**src/rtl/fetch_queue_stage.sv**
```systemverilog
// Instruction-fetch stage: one-outstanding request/response memory port feeding a PC+4-tagged FIFO.
// Optional FETCH_PERF_EN adds saturating bubble and flush counters.
module fetch_queue_stage #(
    parameter int                         ADDRESS_WIDTH = 32,
    parameter int                         INSTR_WIDTH   = 32,
    parameter int                         QUEUE_DEPTH   = 4,
    parameter logic [ADDRESS_WIDTH-1:0]   RESET_PC      = '0
) (
    input  logic                     i_CLK,
    input  logic                     i_RST,
    input  logic [ADDRESS_WIDTH-1:0] i_PCNextD,
    input  logic                     i_PCSrcD,
    input  logic                     i_StallF,
    output logic                     o_IMemReq,
    output logic [ADDRESS_WIDTH-1:0] o_IMemAddr,
    input  logic                     i_IMemAck,
    input  logic                     i_IMemRValid,
    input  logic [INSTR_WIDTH-1:0]   i_IMemRData,
    output logic                     o_ValidF,
    output logic [INSTR_WIDTH-1:0]   o_InstrF,
    output logic [ADDRESS_WIDTH-1:0] o_PCPlus4F
`ifdef FETCH_PERF_EN
    ,
    output logic [31:0]              o_BubbleCnt,
    output logic [31:0]              o_FlushCnt
`endif
);
    localparam int PTR_W = $clog2(QUEUE_DEPTH);
    localparam int CNT_W = PTR_W + 1;
    localparam logic [CNT_W-1:0]         FULL = CNT_W'(QUEUE_DEPTH);
    localparam logic [ADDRESS_WIDTH-1:0] FOUR = ADDRESS_WIDTH'(4);

    logic [INSTR_WIDTH-1:0]   instr_q [QUEUE_DEPTH];
    logic [ADDRESS_WIDTH-1:0] pc4_q   [QUEUE_DEPTH];
    logic [PTR_W-1:0]         rd_ptr_q, rd_ptr_d, wr_ptr_q, wr_ptr_d;
    logic [CNT_W-1:0]         count_q, count_d;
    logic [ADDRESS_WIDTH-1:0] pc_q, pc_d, iss_pc4_q, iss_pc4_d;
    logic                     outst_q, outst_d, disc_q, disc_d;
    logic                     accept, resp, push, pop;

    assign o_IMemReq  = ~i_RST & ~outst_q & ~i_PCSrcD & (count_q < FULL);
    assign o_IMemAddr = pc_q;
    assign o_ValidF   = (count_q != '0);
    assign o_InstrF   = o_ValidF ? instr_q[rd_ptr_q] : '0;
    assign o_PCPlus4F = o_ValidF ? pc4_q[rd_ptr_q] : '0;

    // Responses only count while a request is actually in flight.
    assign accept = o_IMemReq & i_IMemAck;
    assign resp   = i_IMemRValid & outst_q;
    assign pop    = o_ValidF & ~i_StallF & ~i_PCSrcD;
    assign push   = resp & ~disc_q & ~i_PCSrcD;

    always_comb begin
        pc_d      = pc_q;
        iss_pc4_d = iss_pc4_q;
        outst_d   = outst_q;
        disc_d    = disc_q;
        rd_ptr_d  = rd_ptr_q;
        wr_ptr_d  = wr_ptr_q;
        count_d   = count_q;
        if (i_PCSrcD) begin
            // A still-pending request must be swallowed when it finally returns.
            pc_d     = i_PCNextD;
            rd_ptr_d = '0;
            wr_ptr_d = '0;
            count_d  = '0;
            outst_d  = outst_q & ~resp;
            disc_d   = outst_q & ~resp;
        end else begin
            if (accept) begin
                pc_d      = pc_q + FOUR;
                iss_pc4_d = pc_q + FOUR;
                outst_d   = 1'b1;
            end
            if (resp) begin
                outst_d = 1'b0;
                disc_d  = 1'b0;
            end
            if (push) wr_ptr_d = wr_ptr_q + PTR_W'(1);
            if (pop)  rd_ptr_d = rd_ptr_q + PTR_W'(1);
            case ({push, pop})
                2'b10:   count_d = count_q + CNT_W'(1);
                2'b01:   count_d = count_q - CNT_W'(1);
                default: count_d = count_q;
            endcase
        end
    end

    always_ff @(posedge i_CLK) begin
        if (i_RST) begin
            pc_q      <= RESET_PC;
            iss_pc4_q <= '0;
            outst_q   <= 1'b0;
            disc_q    <= 1'b0;
            rd_ptr_q  <= '0;
            wr_ptr_q  <= '0;
            count_q   <= '0;
        end else begin
            pc_q      <= pc_d;
            iss_pc4_q <= iss_pc4_d;
            outst_q   <= outst_d;
            disc_q    <= disc_d;
            rd_ptr_q  <= rd_ptr_d;
            wr_ptr_q  <= wr_ptr_d;
            count_q   <= count_d;
        end
    end

    // Payload storage needs no reset; outputs are masked by the count.
    always_ff @(posedge i_CLK) begin
        if (push) begin
            instr_q[wr_ptr_q] <= i_IMemRData;
            pc4_q[wr_ptr_q]   <= iss_pc4_q;
        end
    end

`ifdef FETCH_PERF_EN
    logic [31:0] bubble_q, flush_q;

    always_ff @(posedge i_CLK) begin
        if (i_RST) begin
            bubble_q <= '0;
            flush_q  <= '0;
        end else begin
            if (!o_ValidF && bubble_q != '1) bubble_q <= bubble_q + 32'd1;
            if (i_PCSrcD && flush_q != '1)   flush_q  <= flush_q + 32'd1;
        end
    end

    assign o_BubbleCnt = bubble_q;
    assign o_FlushCnt  = flush_q;
`endif
endmodule

```
**config.mk**
```make
export PLATFORM = sky130hd
export DESIGN_NAME = fetch_queue_stage
export DESIGN_NICKNAME = d
export VERILOG_FILES = /design/src/rtl/fetch_queue_stage.sv
export SDC_FILE = /design/constraint.sdc
export NUM_CORES = 1
export LEC_CHECK = 0
export CAP_MARGIN = 20
export CORE_ASPECT_RATIO = 0.7
export CORE_UTILIZATION = 56
export DETAILED_ROUTE_END_ITERATION = 8
export GPL_TIMING_DRIVEN = 0
export PLACE_DENSITY = 0.8
export SLEW_MARGIN = 20
export SYNTH_ARGS = -nofsm -noshare
export SYNTH_HDL_FRONTEND = slang
export SYNTH_SLANG_ARGS = --single-unit
```
**constraint.sdc**
```tcl
create_clock -name i_CLK -period 3.42 [get_ports i_CLK]
set_input_delay 0.684 -clock i_CLK [delete_from_list [all_inputs] [get_ports i_CLK]]
set_output_delay 0.684 -clock i_CLK [all_outputs]
set_load 0.1 [all_outputs]
```
# After elaboration in Yosys (flattened, before gate mapping)
# Memories as Yosys holds them, arrays and structs flattened. A register that Yosys moved wholly into a read port is not among the register bits.
# Cells that the tools add are included.
[totals]
register_bits = 73
ram_bits = 256
inputBits = 70
output_inout_bits = 98
elab_cells = 56
mem_count = 2
[op_classes]
n_addsub = 5
n_lt_le_gt_ge = 1
n_eq_ne = 2
n_mux = 16
bitwise = 16
reduce_logical = 7
[memory_table]
columns = ["memory", "words", "width", "read_ports", "rd_ports_with_merged_regs", "write_ports", "line_no", "text"]
rows = [
  ["instr_q", 4, 32, 1, 1, 1, "33", "logic [INSTR_WIDTH-1:0] instr_q [QUEUE_DEPTH];"],
  ["pc4_q", 4, 32, 1, 1, 1, "34", "logic [ADDRESS_WIDTH-1:0] pc4_q [QUEUE_DEPTH];"],
]
[op_table]
columns = ["operator", "count"]
rows = [
  ["32-bit two-way mux", 4],
  ["32-bit by 3-bit adder with 32-bit output, second input constant", 1],
  ["1-bit AND", 10],
  ["2-bit two-way mux", 4],
  ["1-bit two-way mux", 7],
  ["1-bit NOT", 6],
  ["3-bit case mux with 2 select lines", 1],
  ["2-bit nonzero test", 3],
  ["3-bit nonzero test", 2],
  ["2-bit by 1-bit adder with 2-bit output, second input constant", 2],
  ["3-bit by 1-bit adder with 3-bit output, second input constant", 1],
  ["3-bit < comparator, second input constant", 1],
  ["3-bit by 1-bit subtractor with 3-bit output, second input constant", 1],
  ["2-bit by 1-bit equality test with 1-bit output, second input constant", 1],
  ["2-bit equality test, second input constant", 1],
  ["2-bit AND reduction", 1],
  ["2-bit OR reduction", 1],
]

# Longest topological paths before layout
[logic_depth]
ltp_word = 8
ltp_mapped = 9
ltp_nobuf = 9

# Least setup slack after synthesis
# No wires, ideal clock.
[synth_path]
kind = "in2reg"
startpoint = "in i_PCSrcD"
endpoint = "reg pc_q[17] (netlist: o_IMemAddr[17])"
setup_ns = 0.074
t_arrival_ns = 3.206
required_ns = 3.346
path_slack_ns = 0.140
path_stages = 6
n_path_buf = 1
cell_sequence = "or2_1 -> buf_2 -> nor3_2 -> nand2_1 -> or3_1 -> a31oi_1"
[synth_via]
elab_chain_len = 5
word_cells_on_any_way = 6
cone_classes = "mux (1); bitwise (4); reduce/logical (1)"
[synth_rtl]
columns = ["item", "line_no", "text"]
rows = [
  ["from (decl)", "12", "input logic i_PCSrcD,"],
  ["1-bit NOT (no line)", "-", ""],
  ["1-bit AND (2 in series)", "41", "assign o_IMemReq = ~i_RST & ~outst_q & ~i_PCSrcD & (count_q < FULL);"],
  ["via o_IMemReq", "14", "output logic o_IMemReq,"],
  ["1-bit AND", "48", "assign accept = o_IMemReq & i_IMemAck;"],
  ["2-bit nonzero test (no line)", "-", ""],
  ["to (signal assigned)", "99", "pc_q <= pc_d;"],
  ["to (decl)", "37", "logic [ADDRESS_WIDTH-1:0] pc_q, pc_d, iss_pc4_q, iss_pc4_d;"],
]
# The timed path passes the listed nets, and every way through them passes these cells.
# A chain may end at the register's enable or synchronous reset.

# Worst setup path after layout
[layout_path]
startpoint = "in i_PCSrcD"
endpoint = "out o_IMemReq"
[layout_via]
elab_chain_len = 3
[layout_rtl]
columns = ["item", "line_no"]
rows = [
  ["1-bit NOT (no line)", "-"],
  ["1-bit AND (2 in series)", "41"],
  ["to (decl)", "14"],
]
# Every way passes these cells.

==> flow_summary_export.csv <==
group,metric,value,unit
outcome,status,"complete, no violations",
critical_path,cp_num_cells,5,
synth,synth.top_cell.area_share,56.5,%
floorplanning,initial_core_util,57.3,%
synth,yosys_warnings,0,
critical_path,worst_setup_path_end_kind,"primary output",
route,avgRoutedWirePerCell,20.0,um
synth,synth.area.top_cells,"edfxtp_1, dfxtp_1, mux4_2, and2_1, xnor2_1",
finish,nets,1149,
synth,postSynthAreaPerCell,15.7,um2
cts,cts_buffers,30,
floorplanning,die_w,188,um
sta,tightest_slew,1.06,ns
route,via_per_inst,5.62,
sta,fin_setup_tns,0,ns
global_routing,grt_usage,23.0,%
sta,layout_min_cycle_time,3.32,ns
synth,syn_area,0.0136,mm2
sta,hold_viol,0,
placement,portBuffers,167,
route,first_iter_violations,699,
finish,diodes,0,
sta,relSlewSlack,29.3,%
critical_path,worst-path-max-fanout,9,
floorplanning,core,0.0238,mm2
power,peakVddDrop,0.394,mV
global_routing,grt_pass1_wl,44.1,mm
synth,netlist_instances,870,
critical_path,worstRegToRegCells,8,
cts,clk_latency,0.54,ns
floorplanning,die_y,132,um
placement,place_ws,-0.349,ns
cts,cts_tree,"built",
synth,synth_seq_cells,331,
sta,setup_violations,0,
sta,rsz0062_at_grt,"false",
global_routing,grt_max_degree,49,
route,drtAntennaViolNets,0,
critical_path,required,2.74,ns
synth,synth_common_cells,"edfxtp_1, dfxtp_1, and2_1",
synth,ys.flop_type,"edfxtp_1",
synth,synth_edf_count,256,
critical_path,worstSetupPathType,"in2out",
critical_path,path_buf_inv,3,
placement,dpl.hpwl,19.0,mm
cts,clock_path_buffers,3,
route,drc,0,
placement,gp_congestion,0.879,
global_routing,gr-total-overflow,0,
run,maxCapViolCount,0,
cts,ctsHoldBuffers,0,
cts,cts.sinks,331,
synth,post-synth-top-count-cell,"edfxtp_1",
synth,synth_cell_type_count,45,
floorplanning,die_area,0.0250,mm2
hold_path,hold_path_depth,2,
finish,post-route-util,69.7,%
global_routing,antenna_found_initial,0,
critical_path,crit_chain,"clkdlybuf4s50_1 > or2_1 > buf_2 > nor3_2 > dlygate4sd2_1",
global_routing,grt_pass1_vias,7771,
critical_path,worstPathArrival,2.64,ns
cts,clkTransAtPathRegs,0.06,ns
critical_path,cp_slowest_stage_delay,0.88,ns
sta,min_period_over_period,97.2,%
synth,synth-async-reset-ratio,0,%
floorplanning,rows,47,
cts,cts_root_buffer,"clkbuf_16",
sta,hold_slack,0.489,ns
sta,fmax,301,MHz
finish,syn2layout_area_growth,21.6,%
synth,synth_largest_area_cell,"edfxtp_1",
power,p_leak,0.00572,uW
sta,fin_ws,0.0970,ns
critical_path,start_kind,"input port",
cts,cts_max_level,1,
power,power_density,510,mW/mm2
route,drt-total-wl,28.2,mm
finish,drive_gt1_share,21.8,%
synth,synth_seq_area_share,67.5,%
sta,maxSlewViolCount,0,
route,dr.pass1.iters,5,
hold_path,hold_path.class,"reg2reg",
critical_path,cp_slowest_cell,"dlygate4sd2_1",
route,num_vias,7952,
critical_path,crit_family,"buffers and inverters",
floorplanning,io_pins,168,
sta,finClkSkew,0.0103,ns
synth,synth_nets,947,
[worst paths after layout]
path | slack (ns) | startpoint | to
hold reg to reg | 0.49 | o_IMemAddr[0] | iss_pc4_q[0]
setup reg to reg | 0.84 | count_q[2] | count_q[2]
setup / recovery | 0.1 | i_PCSrcD | o_IMemReq
hold / removal | 0.49 | o_IMemAddr[0] | iss_pc4_q[0]
[layout make-up]
cell class                      count  area, um2
Fill cell                        1636       7210
Multi-Input combinational cell    463       4110
Sequential cell                   331       9190
Clock inverter                     19        203
Buffer                             50        260
Clock buffer                       37        831
Tap cell                          318        398
Inverter                           25       93.8
Timing Repair Buffer              171       1470
[report_power, final]
part | internal [uW] | switching (uW) | total, uW
Combinational | 196 | 375 | 571
Sequential | 4370 | 75.7 | 4450
Clock | 2030 | 1400 | 3430
[through the flow]
stage / cell area, um2 / instances / total power, uW
final: 16600 / 1414 / 8450
after detailed placement: 15800 / 1359 / 5100
after CTS: 16900 / 1414 / 8500
after global placement: 15700 / 1355 / 5090
after global routing: 16600 / 1414 / 8690
after floorplan: 13600 / 870 / 4870
[placed cells by master, fill, tap and decap left out, types with 31 or more instances in the layout]
master / n
clkbuf_16: 31
dfxtp_1: 75
and2_1: 68
xnor2_1: 35
nor2_1: 59
nand2_1: 33
mux4_2: 64
edfxtp_1: 256
buf_2: 70
clkdlybuf4s50_1: 101
[cells by family (layout without fill, tap and decap cells)]
| logic type | after synthesis | after routing | synth area share [%] |
|---|---|---|---|
| flops | 331 | 331 | 67.5 |
| mux | 76 | 76 | 11.5 |
| buf+inv | 76 | 302 | 2.44 |
| simple gates | 245 | 245 | 10.4 |
| compound gates | 80 | 80 | 3.95 |
| fa+ha+maj | 7 | 7 | 0.698 |
| xor+xnor | 55 | 55 | 3.54 |
[worst reg2reg max path: cells and delay by family, from the launching register on]
kind,cells,cell delay (ns)
AND/OR/NAND/NOR,3,1.04
AO/OA/AOI/OAI,1,0.16
XOR/XNOR,1,0.16
flip-flops,1,0.43
buffers and inverters,1,0.06
adder cells (fa/ha/maj),2,0.66
[layer usage]
metal	wire length [um]	GRT usage, %	up-vias	share of wire, %
li1	-	-	3684	-
met1	13300	36.5	3949	47
met2	12700	34.4	284	45
met3	1830	3.58	35	6.5
met4	405	4.08	0	1.4
met5	0	0	-	0
[sequential cells by signal, summed over array words and instances (netlist names), named ones only]
register,cells
count_q,3
disc_q,1
instr_q,128
iss_pc4_q,32
o_IMemAddr,32
outst_q,1
pc4_q,128
rd_ptr_q,2
wr_ptr_q,2
[what timing repair did]
item                                    4_1_cts  5_1_grt
setup buffers                                 0        0
endpoints found under the setup margin       66       55
gates resized for setup                     208      109
Power figures use the tool's default switching activity.
